File: src/rtl/stride_prefetcher.sv
// Stride prefetcher: on a confident stride observation, generates PREFETCH_DEPTH
// addresses ahead of value_i (single stride, or alternating two-stride pattern)
// and queues them in a small FIFO for a ready/valid consumer.
// Ports: clk_i/rst_ni clock and async active-low reset; value_i/valid_i observed
// stream; stride_{1,2}_i/_valid_i detected strides; pf_addr_o/pf_valid_o/pf_ready_i
// prefetch queue head; pf_drop_o pulse on a push into a full queue; busy_o while
// generating.
module stride_prefetcher #(
  parameter int unsigned MAX_STRIDE_WIDTH = 5,
  parameter int unsigned PREFETCH_DEPTH   = 2,
  parameter int unsigned FIFO_DEPTH       = 4
) (
  input  logic                        clk_i,
  input  logic                        rst_ni,
  input  logic [31:0]                 value_i,
  input  logic                        valid_i,
  input  logic [MAX_STRIDE_WIDTH-1:0] stride_1_i,
  input  logic                        stride_1_valid_i,
  input  logic [MAX_STRIDE_WIDTH-1:0] stride_2_i,
  input  logic                        stride_2_valid_i,
  output logic [31:0]                 pf_addr_o,
  output logic                        pf_valid_o,
  input  logic                        pf_ready_i,
  output logic                        pf_drop_o,
  output logic                        busy_o
);

  localparam int unsigned PTR_W = $clog2(FIFO_DEPTH);

  typedef enum logic {IDLE, GEN} state_e;
  typedef enum logic {SINGLE, DOUBLE} mode_e;

  state_e state_q, state_d;
  mode_e  mode_q;

  logic [2:0]  k_q;
  logic        phase_q;
  logic        start_phase_q;
  logic [31:0] cur_q;
  logic [31:0] s1_q;
  logic [31:0] s2_q;
  logic [31:0] s1_ext;
  logic [31:0] s2_ext;
  logic [31:0] step;
  logic [31:0] next_addr;
  logic        trigger;
  logic        last_step;
  logic        gen_active;

  logic [31:0]      mem [FIFO_DEPTH];
  logic [PTR_W-1:0] rd_ptr_q;
  logic [PTR_W-1:0] wr_ptr_q;
  logic [PTR_W:0]   count_q;
  logic             full;
  logic             pop;
  logic             push;

  assign s1_ext = {{(32-MAX_STRIDE_WIDTH){stride_1_i[MAX_STRIDE_WIDTH-1]}}, stride_1_i};
  assign s2_ext = {{(32-MAX_STRIDE_WIDTH){stride_2_i[MAX_STRIDE_WIDTH-1]}}, stride_2_i};

  // A zero primary stride is only meaningful when paired with a second stride.
  assign trigger   = valid_i & stride_1_valid_i & (stride_2_valid_i | (s1_ext != '0));
  assign last_step = (k_q == 3'(PREFETCH_DEPTH - 1));

  assign step      = ((mode_q == DOUBLE) && (start_phase_q ^ k_q[0])) ? s2_q : s1_q;
  assign next_addr = cur_q + step;

  // FSM: state register
  always_ff @(posedge clk_i or negedge rst_ni) begin
    if (!rst_ni) begin
      state_q <= IDLE;
    end else begin
      state_q <= state_d;
    end
  end

  // FSM: next state
  always_comb begin
    state_d = state_q;
    case (state_q)
      IDLE: if (trigger) state_d = GEN;
      GEN: begin
        if (trigger)        state_d = GEN;
        else if (last_step) state_d = IDLE;
      end
      default: state_d = IDLE;
    endcase
  end

  // FSM: outputs
  always_comb begin
    gen_active = (state_q == GEN);
    busy_o     = gen_active;
  end

  // Sequence datapath; a trigger overrides the in-flight step after its push.
  always_ff @(posedge clk_i or negedge rst_ni) begin
    if (!rst_ni) begin
      phase_q       <= 1'b0;
      start_phase_q <= 1'b0;
      mode_q        <= SINGLE;
      cur_q         <= '0;
      s1_q          <= '0;
      s2_q          <= '0;
      k_q           <= '0;
    end else begin
      if (valid_i) phase_q <= ~phase_q;
      if (trigger) begin
        cur_q         <= value_i;
        s1_q          <= s1_ext;
        s2_q          <= s2_ext;
        mode_q        <= stride_2_valid_i ? DOUBLE : SINGLE;
        start_phase_q <= phase_q;
        k_q           <= '0;
      end else if (gen_active) begin
        cur_q <= next_addr;
        k_q   <= last_step ? 3'd0 : k_q + 3'd1;
      end
    end
  end

  // Output queue
  assign full       = (count_q == (PTR_W+1)'(FIFO_DEPTH));
  assign pf_valid_o = (count_q != '0);
  assign pop        = pf_valid_o & pf_ready_i;
  assign push       = gen_active & (~full | pop);
  assign pf_drop_o  = gen_active & ~push;
  assign pf_addr_o  = pf_valid_o ? mem[rd_ptr_q] : '0;

  always_ff @(posedge clk_i or negedge rst_ni) begin
    if (!rst_ni) begin
      rd_ptr_q <= '0;
      wr_ptr_q <= '0;
      count_q  <= '0;
    end else begin
      if (push) wr_ptr_q <= wr_ptr_q + 1'b1;
      if (pop)  rd_ptr_q <= rd_ptr_q + 1'b1;
      case ({push, pop})
        2'b10:   count_q <= count_q + 1'b1;
        2'b01:   count_q <= count_q - 1'b1;
        default: count_q <= count_q;
      endcase
    end
  end

  always_ff @(posedge clk_i) begin
    if (push) mem[wr_ptr_q] <= next_addr;
  end

endmodule

File: config.mk
export PLATFORM = sky130hd
export DESIGN_NAME = stride_prefetcher
export DESIGN_NICKNAME = d
export VERILOG_FILES = /design/src/rtl/stride_prefetcher.sv
export SDC_FILE = /design/constraint.sdc
export NUM_CORES = 1
export LEC_CHECK = 0
export ABC_AREA = 1
export CAP_MARGIN = 15
export CORE_AREA = 8 8 117 200
export CTS_BUF_LIST = sky130_fd_sc_hd__clkbuf_8
export CTS_CLUSTER_SIZE = 24
export DETAILED_ROUTE_END_ITERATION = 8
export DIE_AREA = 0 0 125 208
export PLACE_DENSITY = 0.79
export SYNTH_ARGS = -nofsm -noshare
export SYNTH_HDL_FRONTEND = slang
export SYNTH_SLANG_ARGS = --single-unit
export TNS_END_PERCENT = 50
File: constraint.sdc
create_clock -name clk_i -period 3.6 [get_ports clk_i]
set_input_delay 0.54 -clock clk_i [delete_from_list [all_inputs] [get_ports clk_i]]
set_output_delay 0.54 -clock clk_i [all_outputs]
set_load 0.005 [all_outputs]
==> results.json, run 1 <==
{
  "switching_share": 0.442,
  "coreArea_um2": 20700,
  "yosys.area_share.xor_xnor": 0.0197,
  "arrival_ps": 2710,
  "peakVddDrop_v": 0.000394,
  "synth_area_um2": 10200,
  "p_comb_frac": 0.543,
  "overflow": 0,
  "cts_num_sinks": 184,
  "setup_viol": 0,
  "post_drt_wl_per_cell_um": 15.9,
  "numCtsBuffers": 17,
  "status": "finished, final reports clean",
  "die-area_um2": 26000,
  "yosysMostFrequentCell": "nand2_1",
  "die_h_um": 208,
  "ys_types": 39,
  "hold_buffers": 0,
  "start_util": 0.492,
  "drcViolationCount": 0,
  "seqCellArea_um2": 5250,
  "seq_area_frac_synth": 0.515,
  "ys_warn_count": 0,
  "cts_post_setup_buffers_inserted": 0,
  "p_leak_nw": 5.33,
  "netlist_instances": 1216,
  "dr.pass1.iters": 5,
  "slowest_stage": "clkdlybuf4s50_1",
  "switchingPower_mw": 5.43,
  "crit_chain": "buf_4 > nor2_1 > nor2_1 > o21ai_0 > a21oi_1 > clkdlybuf4s50_1",
  "hpwlAfterDp_mm": 18.1,
  "synth_edf_count": 128,
  "synth_mux_area_frac": 0,
  "cap_violations": 0,
  "cts_root_buffer": "clkbuf_8",
  "synth-simple-area-share": 0.238,
  "multi_input_area_um2": 4080,
  "start_kind": "register",
  "avgSynthCellArea_um2": 8.37,
  "critPathKind": "register to primary output",
  "grt_max_degree": 67,
  "async_reset_ff_frac": 0.304,
  "yosys-top-cells-count": "300 x nand2_1, 178 x nor2_1, 177 x inv_1",
  "die_w_um": 125,
  "synth_seq_cells": 184,
  "clkPwrFrac": 0.116,
  "vias": 8202,
  "synth_top_family_by_area": "simple AND/OR/NAND/NOR gates",
  "crit_top_cell": "nor2_1",
  "synthTopCellsByArea": "edfxtp_1 38%, dfrtp_1 14%, nand2_1 11%",
  "path_max_fanout": 66,
  "synth_top_flop_cell": "edfxtp_1",
  "slew_violations": 0,
  "cts_tree": "yes",
  "cp.buffers_inverters": 2,
  "cp-end-kind": "primary output",
  "syn-num-nets": 1304,
  "cts.clk_slew.worst_paths_ps": 120,
  "cp.required_ps": 3060,
  "gp_congestion": 0.960,
  "dr.first_iter.drc_count": 463,
  "grt_pass1_vias": 8472,
  "final_nets": 1384,
  "via_per_inst": 5.25,
  "wl_mm": 24.9,
  "pin_count": 83,
  "insertion_delay_ps": 490,
  "tns_ps": 0,
  "min_path_type": "primary input to async pin",
  "place_ws_ps": 611,
  "drive_above_1_share": 0.0665,
  "timing.hold.ws_ps": 191,
  "slew_headroom": 0.350,
  "crit_family": "buffers and inverters",
  "fin_crit_ps": 3250,
  "syn_to_final_growth_pct": 15.3,
  "fin_crit_sh": 0.901,
  "track_usage": 0.193,
  "detail-route-antenna-nets": 0,
  "rsz0062_at_grt": "no",
  "hold_viol_final": 0,
  "p_int_mw": 6.85,
  "h-tree-depth": 4,
  "seqPwrFrac": 0.341,
  "grt_pass1_wl_mm": 39.7,
  "antenna_found_initial": 0,
  "skew_ps": 20.1,
  "yosysTopAreaCell": "edfxtp_1",
  "fin_ws_ps": 355,
  "port_buffers": 82,
  "power_density_nw_per_um2": 1050,
  "synth_compound_area_frac": 0.0912,
  "clockBufferDepth": 2,
  "yosysTopAreaCellShare": 0.378,
  "core.rowCount": 70,
  "yosys.area_share.adder": 0.0506,
  "fillerInstances": 1804,
  "worst_pin_slew_ps": 975,
  "fmax_mhz": 308,
  "cts_resized": 0,
  "cpPeakStageDelay_ps": 580
}
==> path summary, 6_finish.rpt <==
kind,start,end,slack [ps],cells past startpoint
hold reg to reg,phase_q,phase_q,470,1
max in group asynchronous,rst_ni,cur_q[24],2580,2
min in group clk_i,phase_q,phase_q,470,1
setup reg to reg,k_q[0],mem[0][28],510,16
hold / removal,rst_ni,k_q[2],190,1
setup / recovery,rd_ptr_q[0],pf_addr_o[25],350,6
==> state kept, by name (all words and copies together) (netlist names) <==
signal         flops
mem              128
cur_q             32
s1_q               5
s2_q               5
count_q            3
k_q                3
rd_ptr_q           2
wr_ptr_q           2
busy_o             1
mode_q             1
phase_q            1
start_phase_q      1
==> cells by family (layout without fill, tap and decap cells) <==
logic type | after synthesis | count (layout)
simple gates | 586 | 586
buf+inv | 219 | 312
flops | 184 | 184
compound gates | 165 | 165
fa+ha+maj | 40 | 40
xor+xnor | 22 | 22
other cells | 0 | 1
==> metrics by stage <==
stage / cell area [µm²] / cells / power, mW / utilization
floorplan: 10200 / 1216 / 8.46 / -
global placement: 11300 / 1529 / 10.7 / 0.547
detailed placement: 11300 / 1529 / 10.8 / 0.547
CTS: 11700 / 1561 / 12.3 / 0.567
global route: 11700 / 1561 / 13.2 / 0.567
finish: 11700 / 1562 / 12.3 / 0.568
==> metal layers <==
metal  part of all wire  vias up  GRT usage
li1                   -     4061          -
met1               0.38     3806      0.195
met2               0.53      257      0.361
met3              0.049       78     0.0297
met4              0.042        0      0.120
met5                  0        -          0
==> final cells by class <==
type / instances / area share
clock inverters: 15 / 0.0167
repair buffers: 98 / 0.0830
clock buffers: 17 / 0.0199
diodes: 1 / 0.000213
multi-input cells: 813 / 0.348
flip-flops and latches: 184 / 0.447
inverters: 182 / 0.0582
well taps: 252 / 0.0269
==> power groups by stage <==
| stage | Sequential [mW] | Combinational (mW) | Clock, mW |
|---|---|---|---|
| final | 4.19 | 6.67 | 1.42 |
| after CTS | 4.19 | 6.65 | 1.44 |
| after global placement | 4.21 | 6.47 | 0 |
| after global routing | 4.29 | 7.41 | 1.51 |
| after floorplan | 4.14 | 4.32 | 0 |
| after detailed placement | 4.23 | 6.61 | 0 |
==> cell usage in the layout (no fill, tap or decap), drive strengths merged <==
| cell type | Yosys | final |
|---|---|---|
| inv | 180 | 187 |
| nand3b | 3 | 3 |
| a22o | 16 | 16 |
| a21oi | 52 | 52 |
| nand2 | 319 | 319 |
| nand4 | 3 | 3 |
| dfrtp | 56 | 56 |
| edfxtp | 128 | 128 |
| diode | 0 | 1 |
| xnor2 | 12 | 12 |
| xor2 | 10 | 10 |
| clkdlybuf4s50 | 0 | 81 |
| o221ai | 1 | 1 |
| clkbuf | 14 | 17 |
| nor3 | 4 | 4 |
| o211ai | 7 | 7 |
| nand3 | 58 | 58 |
| nor2 | 181 | 181 |
| ha | 38 | 38 |
| o31ai | 1 | 1 |
| or2 | 2 | 2 |
| fa | 2 | 2 |
| o21bai | 2 | 2 |
| and2 | 16 | 16 |
| o21ai | 85 | 85 |
| clkinv | 2 | 10 |
| a21o | 1 | 1 |
| buf | 23 | 17 |
==> worst reg2reg max path: cells and delay by family (launching register included) <==
family                     cells  cell delay [ps]
and+or+nand+nor               10             1200
adders and majority gates      2              660
DFF                            1              440
buffers and inverters          3              280
AOI/OAI and AO/OA              1              240
No activity file was read; power rests on OpenSTA's default activity.
==> run 2, diff against run 1 <==
--- a/config.mk
+++ b/config.mk
@@ -12,6 +12,7 @@
 export CTS_CLUSTER_SIZE = 24
 export DETAILED_ROUTE_END_ITERATION = 8
 export DIE_AREA = 0 0 125 208
+export HOLD_SLACK_MARGIN = 0.03
 export PLACE_DENSITY = 0.79
 export SYNTH_ARGS = -nofsm -noshare
 export SYNTH_HDL_FRONTEND = slang
==> results of run 2 <==
Same layout as run 1: the final DEF is identical, and so are final timing and power.
